`src/rtl/sync_fifo_pkg.sv`:
```
// Shared defaults and helpers for the sync_fifo codebase slice.
package sync_fifo_pkg;

  localparam int FIFO_DATA_WIDTH = 8;
  localparam int FIFO_ADDR_WIDTH = 4;

  // Pointer carries one extra wrap bit above the RAM address.
  typedef logic [FIFO_ADDR_WIDTH:0] ptr_t;

  function automatic int fifo_depth(input int addr_width);
    return 1 << addr_width;
  endfunction

endpackage

```
`src/rtl/sync_fifo_ram.sv`:
```
// Simple dual-port RAM: synchronous write, registered read with a resettable
// output register (the array contents are never cleared).
module sync_fifo_ram #(
  parameter int DATA_WIDTH = 8,
  parameter int ADDR_WIDTH = 4
) (
  input  logic                  clk,
  input  logic                  reset,
  input  logic                  wr_en,
  input  logic [ADDR_WIDTH-1:0] wr_addr,
  input  logic [DATA_WIDTH-1:0] wr_data,
  input  logic                  rd_en,
  input  logic [ADDR_WIDTH-1:0] rd_addr,
  output logic [DATA_WIDTH-1:0] rd_data
);

  logic [DATA_WIDTH-1:0] mem [0:(1 << ADDR_WIDTH)-1];

  always_ff @(posedge clk) begin
    if (wr_en) mem[wr_addr] <= wr_data;
  end

  always_ff @(posedge clk) begin
    if (reset) rd_data <= '0;
    else if (rd_en) rd_data <= mem[rd_addr];
  end

endmodule

```
`src/rtl/sync_fifo.sv`:
```
// Single-clock parametrised FIFO with fill count, almost flags and
// overflow/underflow pulses. Define SYNC_FIFO_FWFT_EN for first-word-fall-through reads.
module sync_fifo
  import sync_fifo_pkg::*;
#(
  parameter int DATA_WIDTH          = FIFO_DATA_WIDTH,
  parameter int ADDR_WIDTH          = FIFO_ADDR_WIDTH,
  parameter int ALMOST_FULL_THRESH  = fifo_depth(ADDR_WIDTH) - 2,
  parameter int ALMOST_EMPTY_THRESH = 2
) (
  input  logic                  clk,
  input  logic                  reset,
  input  logic [DATA_WIDTH-1:0] data_in,
  input  logic                  wr_en,
  output logic                  full,
  output logic                  almost_full,
  output logic                  overflow,
  output logic [DATA_WIDTH-1:0] data_out,
  input  logic                  rd_en,
  output logic                  empty,
  output logic                  almost_empty,
  output logic                  underflow,
  output logic [ADDR_WIDTH:0]   fill_count
);

  localparam logic [ADDR_WIDTH:0] AF_LVL  = (ADDR_WIDTH+1)'(ALMOST_FULL_THRESH);
  localparam logic [ADDR_WIDTH:0] AE_LVL  = (ADDR_WIDTH+1)'(ALMOST_EMPTY_THRESH);
  localparam logic [ADDR_WIDTH:0] PTR_ONE = {{ADDR_WIDTH{1'b0}}, 1'b1};

  // Handshake: wr_en/rd_en are single-cycle requests. A request is accepted at
  // the rising edge only if full (write) / empty (read), derived from registered
  // state, is low; a rejected request is dropped and raises a one-cycle
  // overflow/underflow pulse after that edge.
  logic [ADDR_WIDTH:0] wr_ptr;
  logic [ADDR_WIDTH:0] rd_ptr;
  logic                wr_acc;
  logic                rd_acc;
  logic                ram_rd;

  assign wr_acc = wr_en && !full;

`ifdef SYNC_FIFO_FWFT_EN
  localparam logic [ADDR_WIDTH:0] DEPTH_CNT = (ADDR_WIDTH+1)'(fifo_depth(ADDR_WIDTH));

  // The RAM read register doubles as the output stage; out_valid marks it live.
  logic out_valid;
  logic ram_empty;

  assign ram_empty = (wr_ptr == rd_ptr);
  assign empty     = !out_valid;
  assign full      = (fill_count == DEPTH_CNT);
  assign rd_acc    = rd_en && out_valid;
  assign ram_rd    = !ram_empty && (!out_valid || rd_acc);

  always_ff @(posedge clk) begin
    if (reset) out_valid <= 1'b0;
    else if (ram_rd) out_valid <= 1'b1;
    else if (rd_acc) out_valid <= 1'b0;
  end
`else
  assign empty  = (wr_ptr == rd_ptr);
  assign full   = (wr_ptr[ADDR_WIDTH] != rd_ptr[ADDR_WIDTH]) &&
                  (wr_ptr[ADDR_WIDTH-1:0] == rd_ptr[ADDR_WIDTH-1:0]);
  assign rd_acc = rd_en && !empty;
  assign ram_rd = rd_acc;
`endif

  always_ff @(posedge clk) begin
    if (reset) begin
      wr_ptr     <= '0;
      rd_ptr     <= '0;
      fill_count <= '0;
      overflow   <= 1'b0;
      underflow  <= 1'b0;
    end else begin
      if (wr_acc) wr_ptr <= wr_ptr + PTR_ONE;
      if (ram_rd) rd_ptr <= rd_ptr + PTR_ONE;
      overflow  <= wr_en && full;
      underflow <= rd_en && empty;
      case ({wr_acc, rd_acc})
        2'b10:   fill_count <= fill_count + PTR_ONE;
        2'b01:   fill_count <= fill_count - PTR_ONE;
        default: fill_count <= fill_count;
      endcase
    end
  end

  assign almost_full  = (fill_count >= AF_LVL);
  assign almost_empty = (fill_count <= AE_LVL);

  sync_fifo_ram #(
    .DATA_WIDTH (DATA_WIDTH),
    .ADDR_WIDTH (ADDR_WIDTH)
  ) u_ram (
    .clk     (clk),
    .reset   (reset),
    .wr_en   (wr_acc),
    .wr_addr (wr_ptr[ADDR_WIDTH-1:0]),
    .wr_data (data_in),
    .rd_en   (ram_rd),
    .rd_addr (rd_ptr[ADDR_WIDTH-1:0]),
    .rd_data (data_out)
  );

endmodule

```
`config.mk`:
```
export PLATFORM = sky130hd
export DESIGN_NAME = sync_fifo
export DESIGN_NICKNAME = d
export VERILOG_FILES = /design/src/rtl/sync_fifo_pkg.sv /design/src/rtl/sync_fifo_ram.sv /design/src/rtl/sync_fifo.sv
export SDC_FILE = /design/constraint.sdc
export NUM_CORES = 1
export LEC_CHECK = 0
export ABC_AREA = 1
export CAP_MARGIN = 20
export CORE_MARGIN = 3
export CORE_UTILIZATION = 55
export DETAILED_ROUTE_END_ITERATION = 10
export PLACE_DENSITY = 0.83
export SLEW_MARGIN = 40
export SYNTH_ARGS = -nofsm -noshare
export SYNTH_HDL_FRONTEND = slang
export SYNTH_SLANG_ARGS = --single-unit
```
`constraint.sdc`:
```
create_clock -name clk -period 4.5 [get_ports clk]
set_input_delay 0.675 -clock clk [delete_from_list [all_inputs] [get_ports clk]]
set_output_delay 0.675 -clock clk [all_outputs]
set_load 0.005 [all_outputs]
```
==> flow_metrics.py <==
metrics = {
    "timing": {
        "tightest_slew_ps": 823,
        "setup-violations-final": 0,
        "maxSlewViolCount": 0,
        "fin_skew_ps": 15.5,
        "finalCritPeriodShare": 0.722,
        "slew-limit-headroom": 0.450,
        "finalHoldViolations": 0,
        "fmax_mhz": 308,
        "setup_ws_ps": 1250,
        "finalCriticalPeriod_ps": 3250,
        "setup_tns_ps": 0,
        "rsz0062_at_grt": "no",
    },
    "final_layout": {
        "stdcell_area_sq_um": 7740,
        "layout-drive-gt1-share": 0.0615,
        "syn2layout_area_growth_pct": 14.6,
        "most-common-layout-cells": "156 x nand2_1, 128 x edfxtp_1, 103 x nor2_1",
        "antennaDiodeCount": 0,
        "final_common_cell": "nand2_1",
        "num-nets-final": 741,
        "utilization": 0.661,
    },
    "synthesis": {
        "synth_cells": 694,
        "syn_nets": 716,
        "avgSynthCellArea_sq_um": 9.74,
        "synth-async-reset-ratio": 0,
        "synth_top_area_cell": "edfxtp_1",
        "yosysUniqueCellTypes": 26,
        "ys_seq_elements": 153,
        "yosys_warnings": 0,
        "yosys.area.top_type_share": 0.569,
        "ys_top_cells_by_area": "edfxtp_1 57%, nand2_1 8.7%, dfxtp_1 7.4%, nor2_1 5.9%, inv_1 5.3%",
        "synth_area_sq_um": 6760,
        "synth_edf_count": 128,
        "ys.flop_type": "edfxtp_1",
        "yosysSeqAreaShare": 0.643,
    },
    "placed_design": {
        "routabilityCongestion": 0.940,
        "dp_slack_ps": 1300,
        "hpwlAfterDp_mm": 9.41,
        "io_buffers": 30,
        "dpl_cell_area_sq_um": 7130,
    },
    "global_routing": {
        "grt_use_total": 0.244,
        "grt_first_pass_wirelength_mm": 24.6,
        "grt_max_degree": 66,
        "antenna_found_initial": 0,
        "grt_pass1_vias": 4757,
        "grt_overflow_total": 0,
    },
    "power": {
        "power.total_mw": 3.57,
        "powerDensity_nw_per_um2": 461,
        "ir_drop_uv": 316,
        "leakage_nw": 3.21,
    },
    "clocking": {
        "cts_hold_buffers": 0,
        "clk_latency_ps": 430,
        "numCtsBuffers": 17,
        "postCtsSetupRepairBufs": 0,
        "clk_pin_slew_ps": 60,
        "cts_num_sinks": 153,
        "cts_buffer_depth": 2,
        "cts_tree": "done",
        "cts-resized-gates": 0,
        "cts_max_level": 4,
        "root_buffer": "clkbuf_16",
    },
    "setup_path": {
        "startpoint": "rd_ptr[2]",
        "critPathMaxStageDelay_ps": 680,
        "crit-reg2reg-launch": "rd_ptr[2]",
        "cp-end-kind": "flop",
        "critPathMaxFanout": 22,
        "worst_setup_path_start_kind": "flop",
        "cp.arrival_ps": 3600,
        "crit_top_cell": "nand2_1",
        "critPathTopFamily": "simple AND/OR/NAND/NOR gates",
        "path_cells": "inv_2, nand2_1, nand2_1, nor2_2, nand3_4, nand2_2, inv_1, ha_1, fa_1, nand2_1, nand2_1, a21oi_1, xor2_1, nand2_1, a21oi_1",
        "cp_slowest_cell": "dfxtp_1",
        "critPathBufInv": 2,
        "crit_type": "reg2reg",
        "worstPathRequired_ps": 4850,
    },
    "drt": {
        "vias": 4828,
        "routed_wl_mm": 15.3,
        "drtIter0Drc": 580,
        "drc": 0,
        "viasPerCell": 5.52,
        "wl_per_cell_um": 17.5,
        "drt_first_pass_iters": 7,
        "antenna_left": 0,
    },
    "outcome": {
        "outcome": "complete, no violations",
    },
    "min_path": {
        "hp-start": "rd_ptr[3]",
        "holdCritPathClass": "reg2reg",
    },
    "floorplan": {
        "pin_count": 31,
        "die_area_sq_um": 13700,
        "rows": 39,
        "core_area_sq_um": 11700,
        "start_util": 0.577,
        "die_w_um": 117,
        "fp.dieH_um": 117,
    },
    "run": {
        "drv_cap": 0,
    },
}
==> metal layers <==
metal,wire [um],global-route usage
met5,0,0
met4,429,0.102
met3,1320,0.0674
met2,7480,0.394
met1,6110,0.311
==> worst reg2reg max path, stage by stage, from the launching register on <==
cell	delay, ps
dfxtp_1	680
inv_2	200
nand2_1	100
nand2_1	60
nor2_2	190
nand3_4	130
nand2_2	330
inv_1	140
ha_1	310
fa_1	420
nand2_1	80
nand2_1	50
a21oi_1	150
xor2_1	160
nand2_1	60
a21oi_1	110
==> worst paths after layout <==
check,end,slack (ps),cells after the start
hold reg to reg,rd_ptr[3],510,2
hold / removal,rd_ptr[3],510,2
setup reg to reg,fill_count[4],1250,15
setup / recovery,fill_count[4],1250,15
==> power by group <==
part	total, mW	internal [mW]	switching (mW)
combinational	0.476	0.182	0.294
sequential	1.63	1.58	0.0518
clock	1.46	0.918	0.542
total	3.57	2.68	0.888
==> stage by stage <==
stage          cells  hold slack (ps)
6_report         875              512
3_3_place_gp     843              491
4_1_cts          875              503
2_1_floorplan    694              465
3_5_place_dp     843              489
5_1_grt          875              532
==> synth_stat cells, types with 3 or more instances <==
library cell  number
nand3_1           68
nand2_1          156
a21oi_1           16
buf_2             10
clkbuf_1          11
inv_2              3
inv_1             95
ha_1               9
edfxtp_1         128
dfxtp_1           25
buf_1              3
xor2_1             8
buf_4              3
xnor2_1            4
nor2_1           106
o21ai_0           37
==> registers in the layout (all words and copies together), names as in the netlist <==
register and flops:
u_ram.mem 128, u_ram.rd_data 8, fill_count 5, rd_ptr 5
wr_ptr 5, overflow 1, underflow 1
==> cell families after synthesis <==
group / count (synthesis) / share of synthesized area
adders and majority gates: 10 / 0.0196
DFF: 153 / 0.643
and+or+nand+nor: 336 / 0.205
buffers and inverters: 127 / 0.0752
xor gates and xnor gates: 12 / 0.0156
AOI/OAI and AO/OA: 56 / 0.0420
==> layout make-up <==
| class | instances | area, sq um |
|---|---|---|
| Sequential cell | 153 | 4350 |
| Fill cell | 849 | 3970 |
| Multi-Input combinational cell | 414 | 1910 |
| Clock buffer | 18 | 429 |
| Inverter | 99 | 372 |
| Timing Repair Buffer | 34 | 325 |
| Clock inverter | 14 | 180 |
| Tap cell | 143 | 179 |
(Power assumes the default switching activity.)
